**src/rtl/regfile_scoreboard.sv**
```systemverilog
// +----------------------------------------------------------------------------+
// | regfile_scoreboard: 2R/1W register file with write-to-read bypass, r0 = 0, |
// | and per-register busy scoreboard raising stall on RAW/WAW hazards.         |
// | Revision: 1.0                                                              |
// +----------------------------------------------------------------------------+
`default_nettype none

module regfile_scoreboard #(
  parameter int DATA_W = 32,
  parameter int ADDR_W = 5,
  parameter int CNT_W  = ADDR_W + 1
) (
  input  logic                   clk,
  input  logic                   rst_n,
  input  logic [ADDR_W-1:0]      ra_addr_i,
  input  logic [ADDR_W-1:0]      rb_addr_i,
  output logic [DATA_W-1:0]      ra_data_o,
  output logic [DATA_W-1:0]      rb_data_o,
  input  logic                   wb_en_i,
  input  logic [ADDR_W-1:0]      wb_addr_i,
  input  logic [DATA_W-1:0]      wb_data_i,
  input  logic                   issue_valid_i,
  input  logic                   issue_ra_used_i,
  input  logic                   issue_rb_used_i,
  input  logic                   issue_wr_i,
  input  logic [ADDR_W-1:0]      issue_rd_i,
  output logic                   stall_o,
  output logic [(2**ADDR_W)-1:0] busy_vec_o,
  output logic [CNT_W-1:0]       pending_cnt_o
);

  localparam int DEPTH = 2 ** ADDR_W;

  logic [DATA_W-1:0] mem_q [DEPTH];
  logic [DEPTH-1:0]  busy_q, busy_d;
  logic [CNT_W-1:0]  cnt_q, cnt_d;

  logic [DEPTH-1:0]  clr_vec;
  logic              wb_real;
  logic              raw_a, raw_b, waw;
  logic              accept;
  logic              retire_busy;

  assign wb_real = wb_en_i && (wb_addr_i != '0);

  always_comb begin
    clr_vec = '0;
    if (wb_real) clr_vec[wb_addr_i] = 1'b1;
  end

  // busy_q[0] is never set, so r0 sources/destinations can never hazard
  assign raw_a   = issue_ra_used_i && busy_q[ra_addr_i]  && !clr_vec[ra_addr_i];
  assign raw_b   = issue_rb_used_i && busy_q[rb_addr_i]  && !clr_vec[rb_addr_i];
  assign waw     = issue_wr_i      && busy_q[issue_rd_i] && !clr_vec[issue_rd_i];
  assign stall_o = issue_valid_i && (raw_a || raw_b || waw);
  assign accept  = issue_valid_i && !stall_o && issue_wr_i && (issue_rd_i != '0);

  assign retire_busy = |(clr_vec & busy_q);

  always_comb begin
    ra_data_o = mem_q[ra_addr_i];
    if (ra_addr_i == '0)
      ra_data_o = '0;
    else if (wb_en_i && (wb_addr_i == ra_addr_i))
      ra_data_o = wb_data_i;
  end

  always_comb begin
    rb_data_o = mem_q[rb_addr_i];
    if (rb_addr_i == '0)
      rb_data_o = '0;
    else if (wb_en_i && (wb_addr_i == rb_addr_i))
      rb_data_o = wb_data_i;
  end

  // Set after clear: a new producer replaces a retiring one on the same register
  always_comb begin
    busy_d = busy_q & ~clr_vec;
    if (accept) busy_d[issue_rd_i] = 1'b1;
    busy_d[0] = 1'b0;
  end

  always_comb begin
    cnt_d = cnt_q;
    if (accept && !retire_busy)
      cnt_d = cnt_q + CNT_W'(1);
    else if (!accept && retire_busy)
      cnt_d = cnt_q - CNT_W'(1);
  end

  always_ff @(posedge clk or negedge rst_n) begin
    if (!rst_n) begin
      for (int i = 0; i < DEPTH; i++) mem_q[i] <= '0;
    end else if (wb_real) begin
      mem_q[wb_addr_i] <= wb_data_i;
    end
  end

  always_ff @(posedge clk or negedge rst_n) begin
    if (!rst_n) begin
      busy_q <= '0;
      cnt_q  <= '0;
    end else begin
      busy_q <= busy_d;
      cnt_q  <= cnt_d;
    end
  end

  assign busy_vec_o    = busy_q;
  assign pending_cnt_o = cnt_q;

endmodule

`default_nettype wire

```
**config.mk**
```make
export PLATFORM = sky130hd
export DESIGN_NAME = regfile_scoreboard
export DESIGN_NICKNAME = d
export VERILOG_FILES = /design/src/rtl/regfile_scoreboard.sv
export SDC_FILE = /design/constraint.sdc
export NUM_CORES = 2
export LEC_CHECK = 0
export ABC_AREA = 1
export CORE_ASPECT_RATIO = 1.2
export CORE_MARGIN = 5
export CORE_UTILIZATION = 40
export DETAILED_ROUTE_END_ITERATION = 10
export MAX_ROUTING_LAYER = met4
export SYNTH_ARGS = -nofsm -noshare
export SYNTH_HDL_FRONTEND = slang
export SYNTH_SLANG_ARGS = --single-unit
```
**constraint.sdc**
```tcl
create_clock -name clk -period 5 [get_ports clk]
set_clock_uncertainty 0.05 [all_clocks]
set_input_delay 1 -clock clk [delete_from_list [all_inputs] [get_ports clk]]
set_output_delay 1 -clock clk [all_outputs]
set_load 0.02 [all_outputs]
```
After elaboration in Yosys (flattened, before gate mapping)
Cells that the tools add are included.
Storage, ports and cells
  flip-flop bits (word level): 1061
  latch bits: 0
  RAM bits: 0
  memory bits (read-only): 0
  bits of input ports: 59
  output and inout bits: 103
  logic and storage cells: 120
  memories kept: 0
Cells by class
  $add $sub $neg: 2
  $mul: 0
  div/mod/pow operators: 0
  order comparisons: 10
  equal/unequal tests: 2
  shift operators: 0
  mux-type cells: 33
  bitwise logic cells: 7
  reduce and logical (&&, ||, !) cells: 32
Operator list (count)
  1024-bit bitwise mux: 1
  32-bit 2-to-1 mux: 11
  32-bit binary-select mux with 5-bit select: 2
  32-bit demux with 5-bit select: 1
  32-bit AND: 2
  32-bit NOT: 1
  32-bit OR: 1
  32-bit OR reduction: 1
  1-bit binary-select mux with 5-bit select: 6
  5-bit by 6-bit < comparator with 1-bit output, second input constant: 4
  6-bit greater-or-equal comparator, second input constant: 3
  1-bit logical AND: 18
  5-bit NOT with 6-bit output: 3
  6-bit 2-to-1 mux: 2
  1-bit demux with 5-bit select: 2
  5-bit == test: 2
  5-bit by 1-bit greater-or-equal comparator with 1-bit output, second input constant: 2
  5-bit logical NOT: 2
  5-bit nonzero test: 2
  1-bit 2-to-1 mux: 8
  6-bit by 1-bit adder with 6-bit output, second input constant: 1
  1-bit logical NOT: 6
  6-bit by 1-bit < comparator with 1-bit output, second input constant: 1
  6-bit by 1-bit subtractor with 6-bit output, second input constant: 1
  2 further kinds: 3

Depth between registers and ports, before layout
  depth after elaboration: 20
  gate-level depth with buffers: 27
  gate-level depth less buffers: 26

Worst setup path before layout
OpenSTA, ideal clock, no wires.
  path kind: input-to-reg
  start point: input port wb_addr_i[4]
  end point: register cnt_q[5] (netlist: pending_cnt_o[5])
  library setup time: 128 ps
  arrival time: 3814 ps
  data required time: 4822 ps
  setup slack: 1007 ps
  cell stages on the path: 26
  path buffers: 2
  path through: buf_4 -> inv_2 -> nand3_1 -> inv_1 -> nand2_1 -> buf_2 -> nor2_1 -> nor2_1 -> nand2_1 -> nand3_1 -> nand2_1 -> nand2_1 -> nand3_1 -> nand2_2 -> nor3_1 -> ha_1 -> inv_1 -> ha_1 -> nand2_1 -> nand2_1 -> a31oi_1 -> nor2_1 -> o21a_1 -> o21ai_0 -> nand3_1 -> xnor2_1
Between the ends
  word-level cells in the longest chain between the ends: 19
  elaborated cells on any way between the ends: 35
RTL lines
  start: declaration: RTL line 20  | input logic [ADDR_W-1:0] wb_addr_i,
  5-bit by 6-bit < comparator with 1-bit output (implied by the code) / 5-bit by 1-bit greater-or-equal comparator with 1-bit output (equally long branches): RTL line 48  | if (wb_real) clr_vec[wb_addr_i] = 1'b1;
  1-bit logical AND (implied by the code): RTL line 48
  1-bit 2-to-1 mux (implied by the code): RTL line 48
  1-bit demux with 5-bit select: RTL line 48
  32-bit 2-to-1 mux (*): RTL line 48
  1-bit binary-select mux with 5-bit select (on tied branches): RTL line 52, 53
  1-bit 2-to-1 mux (on tied branches): RTL line 52, 53
  1-bit logical NOT (on tied branches): RTL line 52, 53
  1-bit logical AND (on tied branches): RTL line 52, 53
  1-bit logical OR (2 in series): RTL line 55  | assign stall_o = issue_valid_i && (raw_a || raw_b || waw);
  1-bit logical AND: RTL line 55
  1-bit logical NOT: RTL line 56  | assign accept = issue_valid_i && !stall_o && issue_wr_i && (issue_rd_i != '0);
  1-bit logical AND (3 in series): RTL line 56
  1-bit logical NOT: RTL line 87  | else if (!accept && retire_busy)
  1-bit logical AND: RTL line 87
  2-bit nonzero test (no source line)
  end signal: assignment: RTL line 105  | cnt_q <= cnt_d;
  end: declaration: RTL line 36  | logic [CNT_W-1:0] cnt_q, cnt_d;
Every way passes the cells marked *; elsewhere a longest branch is shown, timed or not. The select of a mux whose other input is x is not followed.
A chain may end at the register's enable or synchronous reset.

Worst setup path in the final report
  start point: input port ra_addr_i[0]
  end point: output port ra_data_o[13]
Between the ends
  word-level cells in the longest chain between the ends: 6
  elaborated cells on any way between the ends: 9
RTL lines
  start: declaration: RTL line 15  | input logic [ADDR_W-1:0] ra_addr_i,
  5-bit NOT with 6-bit output (implied by the code): RTL line 61  | ra_data_o = mem_q[ra_addr_i];
  32-bit binary-select mux with 5-bit select: RTL line 61
  32-bit 2-to-1 mux (implied by the code) (2 in series): RTL line 61
  32-bit 2-to-1 mux: RTL line 64  | else if (wb_en_i && (wb_addr_i == ra_addr_i))
  32-bit 2-to-1 mux (*): RTL line 62  | if (ra_addr_i == '0)
  end: declaration: RTL line 17  | output logic [DATA_W-1:0] ra_data_o,
Marks and branches as above.

==> run metrics <==
WP data arrival=3930 ps; routed vias/inst=6.27; Power, Total=25.6 mW; Clk pwr share=33.5%; startpoint types=primary input; Gate power share=22.4%; CP Capture Type=output pin; Gate Count Post-Synth=7,599; total die area=152,000 um^2; DR iter-0 viols=8,086; first-pass GRT wire length=395 mm; clk_lat worst skew=780 ps; asr flop ratio synth=100%; hpwl dp=165 mm; Max Cap Viol=0; post-synth cell types=36; fillers=14,400; internal power=17.1 mW; worst vdd ir=0.294 mV; nets=7,601; Avg Inst Size Synth=7.62 um^2; switching share of total power=33.0%; fin crit period=4980 ps; final hold violations=0; Global Route Usage Sum=35.9%; outcome=completed; fin. max-slew vios=0; leakage power=29.5 nW; CP Max Fanout=23; most common cell after layout, fill and taps aside=o21ai_0; largest net degree at the start of global routing=164; final global-route overflow total=0; Worst-Margin Slew=1110 ps; DRC Markers=0; Vias=60,000; CTS H-tree lvls=3; power per cell area=381 nW/um^2; synth warn=0; core area=144,000 um^2; post-CTS setup repair buffer count=0; port buffer count=160; synthesized flop and latch total=1,061; die span in x=357 um; Slew headroom=26.1%; synthesized cell area=57,900 um^2; clk sinks=1,061; final setup fails=0; synthesized net count=7,664; root buf cell=clkbuf_16; layout cell share with drive strength beyond 1=9.26%; RSZ-0062 raised after global routing=no; initial antenna violation count=17; Worst Hold Class=in2async; Finished Cell Area=67,200 um^2; area grow syn2layout=16.1%; CTS tree=done; placed cells=9,358; ANT nets after route=0; Clock transition at path regs=60 ps; Synth Flop Type=dfrtp_1; vias in the first global route=57,200; TritonCTS buffer count=113; sequential area share after synthesis=45.9%; total wire length=271 mm; Initial Utilization=40.1%; Critical Path RT=3950 ps; 1st-pass router iterations=8; Finished Layout Cells=9,577; I/O pins=162; Cell Rows=153; Max Fclk=201 MHz; WS Path Type=in2out; WL/cell=28.3 um; dpl cell area=63,400 um^2; die height=427 um; most frequent cells in the layout=o21ai_0 (1,632), nand2_1 (1,539), dfrtp_1 (1,061); Psw=8.46 mW; cts hold-fix bufs=0; Final GP Congestion=0.940; crit share post-route=99.6%; post-CTS resize count=1; clock buffer depth=3; sequential power share=44.1%; Post-synth EDFFs=0
metal layers:
layer  track usage, %  up-vias  wire, um  part of all wire, %
li1                 -    26000         -                    -
met1             45.8    28900    104000                   38
met2             52.4     4160    117000                   43
met3             8.49      927     32500                   12
met4             20.3        0     18100                  6.7
met5                -        -         0                    0
cell type report:
type	count	area (um^2)	area share [%]
Antenna cell	17	42.5	0.0633
Clock buffer	173	3370	5.02
Clock inverter	29	305	0.454
Inverter	722	2740	4.08
Multi-Input combinational cell	5047	25900	38.5
Sequential cell	1061	26600	39.5
Tap cell	1937	2420	3.61
Timing Repair Buffer	591	5870	8.73
state kept, by name, indices dropped and copies added (netlist names):
signal and flops:
mem_q 1024, pending_cnt_o 6, busy_vec_o 31
cells by family after synthesis:
group                      count (synthesis)  share of synthesized area, %
adders and majority gates                  6                         0.143
DFF                                     1061                          45.9
buffers and inverters                   1491                          9.96
and+or+nand+nor                         2125                          14.5
other                                      1                       0.00648
xor gates and xnor gates                   2                        0.0303
AOI/OAI and AO/OA                       2913                          29.6
synthesized netlist by cell type (56+ instances only):
library cell	n	area share (%)
a21oi_1	465	4.0
buf_1	56	0.36
buf_2	117	1.0
clkbuf_1	590	3.8
dfrtp_1	1061	46
inv_1	712	4.6
nand2_1	1560	10
nand3_1	256	2.2
nor2_1	282	1.8
o2111ai_1	111	1.7
o211ai_1	185	2.4
o21ai_0	1632	14
o221ai_1	324	4.9
o22ai_1	89	0.96
power groups by stage:
stage	Combinational [mW]	Sequential (mW)	Clock (mW)
finish	5.74	11.3	8.58
global route	6.33	11.5	9.04
CTS	5.64	11.3	8.66
detailed placement	5.62	11.4	0
global placement	5.51	11.4	0
floorplan	3.40	11.2	0
final timing paths:
check	startpoint	to	slack [ps]	cells after the start
max in group asynchronous	rst_n	mem_q[386]	3340	3
worst min register to register	mem_q[1002]	mem_q[1002]	330	0
worst min-delay path	rst_n	mem_q[566]	100	1
min in group clk	mem_q[1002]	mem_q[1002]	330	0
worst max-delay path	ra_addr_i[0]	ra_data_o[13]	20	12
worst max register to register	busy_vec_o[15]	pending_cnt_o[5]	1410	22
through the flow:
| stage | hold slack (ps) | TNS [ps] | utilization (%) | setup WS, ps |
|---|---|---|---|---|
| after global routing | 99.5 | 0 | 46.6 | 14.6 |
| after detailed placement | 316 | -35.5 | 44.0 | -18.6 |
| after floorplan | 379 | 0 | - | 1010 |
| final | 96.1 | 0 | 46.6 | 20.3 |
| after CTS | 57.8 | 0 | 46.5 | 50.0 |
| after global placement | 316 | -12.7 | 44.0 | -12.7 |
critical path, cell delays in order:
cell             delay, ps
buf_8                  260
nand2_4                130
inv_4                  120
buf_4                  430
a221oi_1               160
o21ai_0                100
o21ai_0                130
o21ai_0                170
o21ai_0                170
buf_4                  200
a21oi_1                280
clkdlybuf4s50_1        720
Power figures use the tool's default switching activity.
